$ cat src/rtl/calc_pkg.sv
// Shared calculator definitions: BCD converter state encoding, BCD digit
// geometry and correction constants, and the special digit codes the
// seven-segment driver uses for minus sign and blank.
package calc_pkg;

  typedef enum logic {
    ST_IDLE  = 1'b0,
    ST_SHIFT = 1'b1
  } bcd_state_e;

  localparam int unsigned BCD_DIGIT_W = 4;

  // Double-dabble correction: a digit of 5 or more gets +3 before the shift
  localparam logic [BCD_DIGIT_W-1:0] BCD_ADJ_MIN = 4'd5;
  localparam logic [BCD_DIGIT_W-1:0] BCD_ADJ_ADD = 4'd3;

  // Non-numeric digit codes understood by the display driver
  localparam logic [BCD_DIGIT_W-1:0] BCD_CODE_MINUS = 4'd14;
  localparam logic [BCD_DIGIT_W-1:0] BCD_CODE_BLANK = 4'd15;

endpackage

$ cat src/rtl/bcd_add3.sv
// Combinational double-dabble digit corrector.
// Ports:
//   d_i : BCD digit before correction
//   d_o : d_i + 3 when d_i >= 5, otherwise d_i unchanged
module bcd_add3
  import calc_pkg::*;
(
  input  logic [BCD_DIGIT_W-1:0] d_i,
  output logic [BCD_DIGIT_W-1:0] d_o
);

  always_comb begin
    d_o = d_i;
    if (d_i >= BCD_ADJ_MIN) begin
      d_o = d_i + BCD_ADJ_ADD;
    end
  end

endmodule

$ cat src/rtl/bcd_convert.sv
// Sequential binary-to-BCD converter (shift-and-add-3, one bit per cycle).
// Ports:
//   clk       : clock, all state on rising edge
//   rst       : synchronous active-high reset
//   start     : conversion request, sampled only in IDLE
//   signed_en : din is two's complement when 1 (sampled with start)
//   din       : WIDTH-bit value to convert (sampled with start)
//   busy      : high while a conversion is in progress
//   done      : one-cycle pulse; bcd/neg update in the same cycle
//   neg       : result sign
//   bcd       : packed digits, [3:0] ones, [7:4] tens, [11:8] hundreds
module bcd_convert
  import calc_pkg::*;
#(
  parameter int unsigned WIDTH  = 8,
  parameter int unsigned DIGITS = 3
) (
  input  logic                          clk,
  input  logic                          rst,
  input  logic                          start,
  input  logic                          signed_en,
  input  logic [WIDTH-1:0]              din,
  output logic                          busy,
  output logic                          done,
  output logic                          neg,
  output logic [BCD_DIGIT_W*DIGITS-1:0] bcd
);

  localparam int unsigned ACC_W = BCD_DIGIT_W * DIGITS;
  localparam int unsigned CNT_W = (WIDTH > 1) ? $clog2(WIDTH) : 1;
  localparam logic [CNT_W-1:0] CNT_LAST = CNT_W'(WIDTH - 1);
  localparam logic [CNT_W-1:0] CNT_ONE  = CNT_W'(1);

  bcd_state_e        state_q;
  logic [CNT_W-1:0]  cnt_q;
  logic [WIDTH-1:0]  bin_q, bin_d;
  logic [ACC_W-1:0]  acc_q, acc_d, acc_adj;
  logic              sign_q;
  logic              busy_q, done_q, neg_q;
  logic [ACC_W-1:0]  bcd_q;

  logic [WIDTH-1:0]       mag;
  logic                   sign_in;
  logic [ACC_W+WIDTH-1:0] pair_sh;

  // Per-digit add-3 correction applied before every shift
  for (genvar g = 0; g < DIGITS; g++) begin : g_adj
    bcd_add3 u_add3 (
      .d_i (acc_q[g*BCD_DIGIT_W +: BCD_DIGIT_W]),
      .d_o (acc_adj[g*BCD_DIGIT_W +: BCD_DIGIT_W])
    );
  end

  always_comb begin
    sign_in = signed_en & din[WIDTH-1];
    // Negation kept WIDTH bits wide so the most negative value reads as
    // its unsigned magnitude (e.g. -128 -> 128)
    mag     = sign_in ? (~din + {{(WIDTH-1){1'b0}}, 1'b1}) : din;
    pair_sh = {acc_adj, bin_q} << 1;
    acc_d   = pair_sh[ACC_W+WIDTH-1:WIDTH];
    bin_d   = pair_sh[WIDTH-1:0];
  end

  always_ff @(posedge clk) begin
    if (rst) begin
      state_q <= ST_IDLE;
      cnt_q   <= '0;
      bin_q   <= '0;
      acc_q   <= '0;
      sign_q  <= 1'b0;
      busy_q  <= 1'b0;
      done_q  <= 1'b0;
      neg_q   <= 1'b0;
      bcd_q   <= '0;
    end else begin
      done_q <= 1'b0;
      case (state_q)
        ST_IDLE: begin
          if (start) begin
            bin_q   <= mag;
            acc_q   <= '0;
            sign_q  <= sign_in;
            cnt_q   <= '0;
            busy_q  <= 1'b1;
            state_q <= ST_SHIFT;
          end
        end
        ST_SHIFT: begin
          acc_q <= acc_d;
          bin_q <= bin_d;
          cnt_q <= cnt_q + CNT_ONE;
          if (cnt_q == CNT_LAST) begin
            // Final shift result goes straight to the output register
            bcd_q   <= acc_d;
            neg_q   <= sign_q;
            done_q  <= 1'b1;
            busy_q  <= 1'b0;
            state_q <= ST_IDLE;
          end
        end
        default: state_q <= ST_IDLE;
      endcase
    end
  end

  assign busy = busy_q;
  assign done = done_q;
  assign neg  = neg_q;
  assign bcd  = bcd_q;

endmodule

$ cat config.mk
export PLATFORM = sky130hd
export DESIGN_NAME = bcd_convert
export DESIGN_NICKNAME = d
export VERILOG_FILES = /design/src/rtl/calc_pkg.sv /design/src/rtl/bcd_add3.sv /design/src/rtl/bcd_convert.sv
export SDC_FILE = /design/constraint.sdc
export NUM_CORES = 1
export LEC_CHECK = 0
export CORE_MARGIN = 5
export CORE_UTILIZATION = 25
export CTS_CLUSTER_DIAMETER = 40
export DETAILED_ROUTE_END_ITERATION = 7
export PLACE_DENSITY = 0.44
export RECOVER_POWER = 50
export SYNTH_ARGS = -nofsm -noshare
export SYNTH_HDL_FRONTEND = slang
export SYNTH_HIERARCHICAL = 1
export SYNTH_SLANG_ARGS = --single-unit
export TNS_END_PERCENT = 5
$ cat constraint.sdc
create_clock -name clk -period 1.49 [get_ports clk]
set_input_delay 0.298 -clock clk [delete_from_list [all_inputs] [get_ports clk]]
set_output_delay 0.298 -clock clk [all_outputs]
set_load 0.01 [all_outputs]
-- After elaboration in Yosys (flattened, before gate mapping)
Index checks and enable logic that the tools add are counted.
- register bits after elaboration: 40
- $add $sub $neg: 5
- $lt $le $gt $ge: 3
- eq/ne operators: 3
- multiplexer cells: 17
- bitwise operators: 3
- reductions and logical operators: 4
- operators by type and width (operator ; number):
    case mux 12 bit (2 select lines) ; 1
    2-to-1 mux 8 bit ; 2
    case mux 8 bit (2 select lines) ; 1
    greater-or-equal comparator 4 x 3 -> 1 bit (second input constant) ; 3
    2-to-1 mux 12 bit ; 1
    adder 4 x 2 -> 4 bit (second input constant) ; 2
    adder 8 x 1 -> 8 bit (second input constant) ; 1
    2-to-1 mux 4 bit ; 2
    NOT 8 bit ; 1
    2-to-1 mux 3 bit ; 2
    case mux 3 bit (2 select lines) ; 1
    AND reduction 2 bit ; 3
    2-to-1 mux 1 bit ; 5
    case mux 1 bit (2 select lines) ; 2
    adder 3 x 1 -> 3 bit (second input constant) ; 1
    adder 3 x 2 -> 3 bit (second input constant) ; 1
    equality test 3 bit (second input constant) ; 1
    != test 2 x 1 -> 1 bit (second input constant) ; 1
    != test 2 bit (second input constant) ; 1
    OR reduction 2 bit ; 1
    AND 1 bit ; 1
    NOT 1 bit ; 1

-- Logic depth before layout (Yosys ltp)
- depth after elaboration: 5
- depth in mapped cells: 7
- gate-level depth less buffers: 7

-- Cells and area by module
Netlist, hierarchy kept.
- modules (own cells, without submodules) (module ; instances ; cells each ; area an instance (um2)):
    bcd_convert ; 1 ; 199 ; 1670.4
    bcd_add3 ; 3 ; 16 ; 101.3

-- Least setup slack after synthesis
No wires, ideal clock.
- path kind: register -> register
- start: register acc_q[1]
- end: register bcd_q[2], in the netlist bcd[2]
- setup time: 71 ps
- arrival: 1255 ps
- path slack: 164 ps
- cell stages (with the launch flop): 8
- period minus slack after synthesis: 1326 ps
- cells stage by stage: dfxtp_1 > inv_1 > ha_1 > nand2b_1 > a21oi_2 > mux2i_1 > nand2_1 > a21oi_1
- cells in the longest elaborated chain, start to end: 2
- elaborated cells on any way between the ends: 3
- ends and longest elaborated chain (element ; line ; source):
    start, declared ; bcd_convert.sv:37 ; logic [ACC_W-1:0] acc_q, acc_d, acc_adj;
    start signal, assigned ; bcd_convert.sv:69 ; acc_q <= '0;
    start signal, assigned ; bcd_convert.sv:81 ; acc_q <= '0;
    start signal, assigned ; bcd_convert.sv:89 ; acc_q <= acc_d;
    adder 4 x 2 -> 4 bit or greater-or-equal comparator 4 x 3 -> 1 bit (tied branches) ; bcd_add3.sv:15, bcd_add3.sv:14 ;
    2-to-1 mux 4 bit (*) ; bcd_add3.sv:14 ; if (d_i >= BCD_ADJ_MIN) begin
    via acc_adj[1] ; bcd_convert.sv:37 ;
    end signal, assigned ; bcd_convert.sv:74 ; bcd_q <= '0;
    end signal, assigned ; bcd_convert.sv:94 ; bcd_q <= acc_d;
    end, declared ; bcd_convert.sv:40 ; logic [ACC_W-1:0] bcd_q;
The timed path passes the listed nets; every way through them passes the cells marked *.
A chain may end at the register's enable or synchronous reset.

-- Worst setup path after layout
- start: register bcd_q[6], in the netlist bcd[6]
- end: output port bcd[6]
- RTL lines (element ; line ; source):
    end, declared ; bcd_convert.sv:26 ; output logic [BCD_DIGIT_W*DIGITS-1:0] bcd
No word-level cell between the ends.

==> metrics.md <==
| Metric | Value |
|---|---|
| Status | complete, no violations |
| Hold Path Class | flip-flop to flip-flop |
| Clock buffer count from CTS | 5 |
| DIE AREA | 9686 um2 |
| Crit path max-delay family | buffers and inverters |
| Critical Path RT | 1190 ps |
| # rows | 32 |
| Global Route Usage Sum | 0.09407 |
| Clk_skew | 7.037 ps |
| Wire per inst | 11.35 um |
| CTS tree | built |
| Post-Syn Area | 1954 um2 |
| Slowest cell on the critical path | clkdlybuf4s50_1 |
| Worst slew margin | 0.7781 |
| Io pins | 27 |
| Worst path buffer plus inverter count | 1 |
| Area of the multi-input gates | 1095 um2 |
| Final Cycle Share | 0.9745 |
| Initial antenna violation count | 0 |
| Crit path max fanout | 2 |
| Fill cells | 872 |
| DR iter-0 viols | 61 |
| Area growth from synthesis to layout | 32.20% |
| Clock-pin slew on the worst setup and hold paths | 80 ps |
| IR drop worst, VDD | 0.0003071 V |
| Yosys warning total | 6 |
| Clock sink total | 40 |
| Min Tclk post-route | 1452 ps |
| Die X | 98.42 um |
| Startpoint Class | flip-flop |
| Endpoints failing hold | 0 |
| Hpwl dp | 3182 um |
| Switching power | 507.2 uW |
| Synth Instances | 243 |
| Count of final setup violators | 0 |
| Drt pass-1 iters | 4 |
| Commonest non-fill, non-tap cell in the layout | nand2_1 |
| Ant diodes | 0 |
| Layout cell share with drive strength beyond 1 | 0.1684 |
| Global route total overflow | 0 |
| Core area | 7687 um2 |
| Dpl cells | 379 |
| Vias per std cell | 4.377 |
| Post-route antenna net violation count | 0 |
| First-pass GRT wire length | 7541 um |
| Max-cap viol count | 0 |
| Maximum clock rate | 688.7 MHz |
| Placer Congestion | 0.7468 |
| Critical Path AT | 1150 ps |
| Layout Utilization | 0.3361 |
| Reg2Reg Setup Slack | 50 ps |
| Mapped Avg Cell Area | 8.043 um2 |
| Root Buffer | clkbuf_8 |
| Tot Pwr | 2020 uW |
| Worst Reg-to-Reg Cells | 7 |
| Critical path type | flip-flop to output pin |
| Via count of the first global-routing pass | 1649 |
| Critical Path, Cell by Cell | clkdlybuf4s50_1 |
| Hold path depth | 2 |
| Chip height | 98.42 um |
| DRC viols | 0 |
| Seq. cell area | 804.5 um2 |
| Clk pwr share | 0.344 |
| Pwr dens | 781.8 nW/um2 |
| PortBufs | 26 |
| Clock Latency Late Sink | 290 ps |
| Int Power | 1513 uW |
| Leak | 0.0009523 uW |
| Largest net degree at the start of global routing | 31 |
| Nets | 306 |
| Worst-margin pin slew | 332.9 ps |
| Sw frac | 0.2511 |
| CTS H-tree lvls | 2 |
| Commonest cells after routing, fill and taps aside | nand2_1 (44), a21oi_1 (37), dfxtp_1 (37), nor2_1 (26), buf_4 (21) |
| RSZ-0062 raised after global routing | yes |
| Vias | 1694 |
| Max Transition Viols Final | 0 |
| Hold WS | 454.8 ps |
| Critical path endpoint category | output pin |
| Comb pwr share | 0.107 |
| Sequential fraction of design power | 0.549 |
| Mapped Nets | 264 |
| Fin cells | 387 |
| Starting Density | 0.2542 |
| Clock buffer depth | 2 |
| Crit. path cell count | 1 |
| Worst path max stage delay | 530 ps |
| Hold buffer count at CTS | 0 |
| Routed WL | 4393 um |
-- routing by layer --
layer,GRT usage,vias up,share of wire
li1,-,898,-
met1,0.1173,764,0.48
met2,0.1555,25,0.47
met3,0.02123,7,0.033
met4,0.04097,0,0.018
met5,0,-,0
-- per-stage QoR --
step / instance area [um2] / TNS (ps) / worst slack, ps
5_1_grt: 2584 / -57.18 / -18.08
3_5_place_dp: 2450 / -1353 / -352.0
3_3_place_gp: 2450 / -1340 / -324.0
6_report: 2584 / 0 / 38.02
2_1_floorplan: 1954 / 0 / 164.4
4_1_cts: 2529 / 0 / 1.068
-- path summary, 6_finish.rpt --
kind              startpoint      to
hold reg to reg       bcd[2]  bcd[2]
setup reg to reg    acc_q[1]  bcd[2]
hold / removal        bcd[2]  bcd[2]
setup / recovery      bcd[6]  bcd[6]
-- cell type report --
class / instances / share of cell area
repair buffers: 49 / 0.1709
clock buffers: 5 / 0.02663
well taps: 102 / 0.04939
inverters: 9 / 0.01308
multi-input cells: 180 / 0.4237
clock inverters: 2 / 0.004843
flip-flops and latches: 40 / 0.3114
-- power by group through the flow --
stage / Sequential, uW / Combinational [uW] / Clock, uW
6_report: 1110 / 217 / 695
5_1_grt: 1110 / 241 / 769
4_1_cts: 1110 / 219 / 738
3_5_place_dp: 1130 / 220 / 0
3_3_place_gp: 1130 / 220 / 0
2_1_floorplan: 1130 / 127 / 0
-- flip-flops by register name, summed over array words and instances (netlist names) --
register	cells
acc_q	12
bcd	12
bin_q	8
cnt_q	3
busy	1
done	1
neg	1
sign_q	1
state_q	1
-- timing repair --
item                                    in CTS  in global routing
pin swaps                                    2                  5
endpoints found under the setup margin       4                 24
endpoints found under the hold margin        0                  0
cloned                                       0                  0
buffers inserted                             0                  1
resized for setup                            4                 23
No activity file was read; power rests on OpenSTA's default activity.
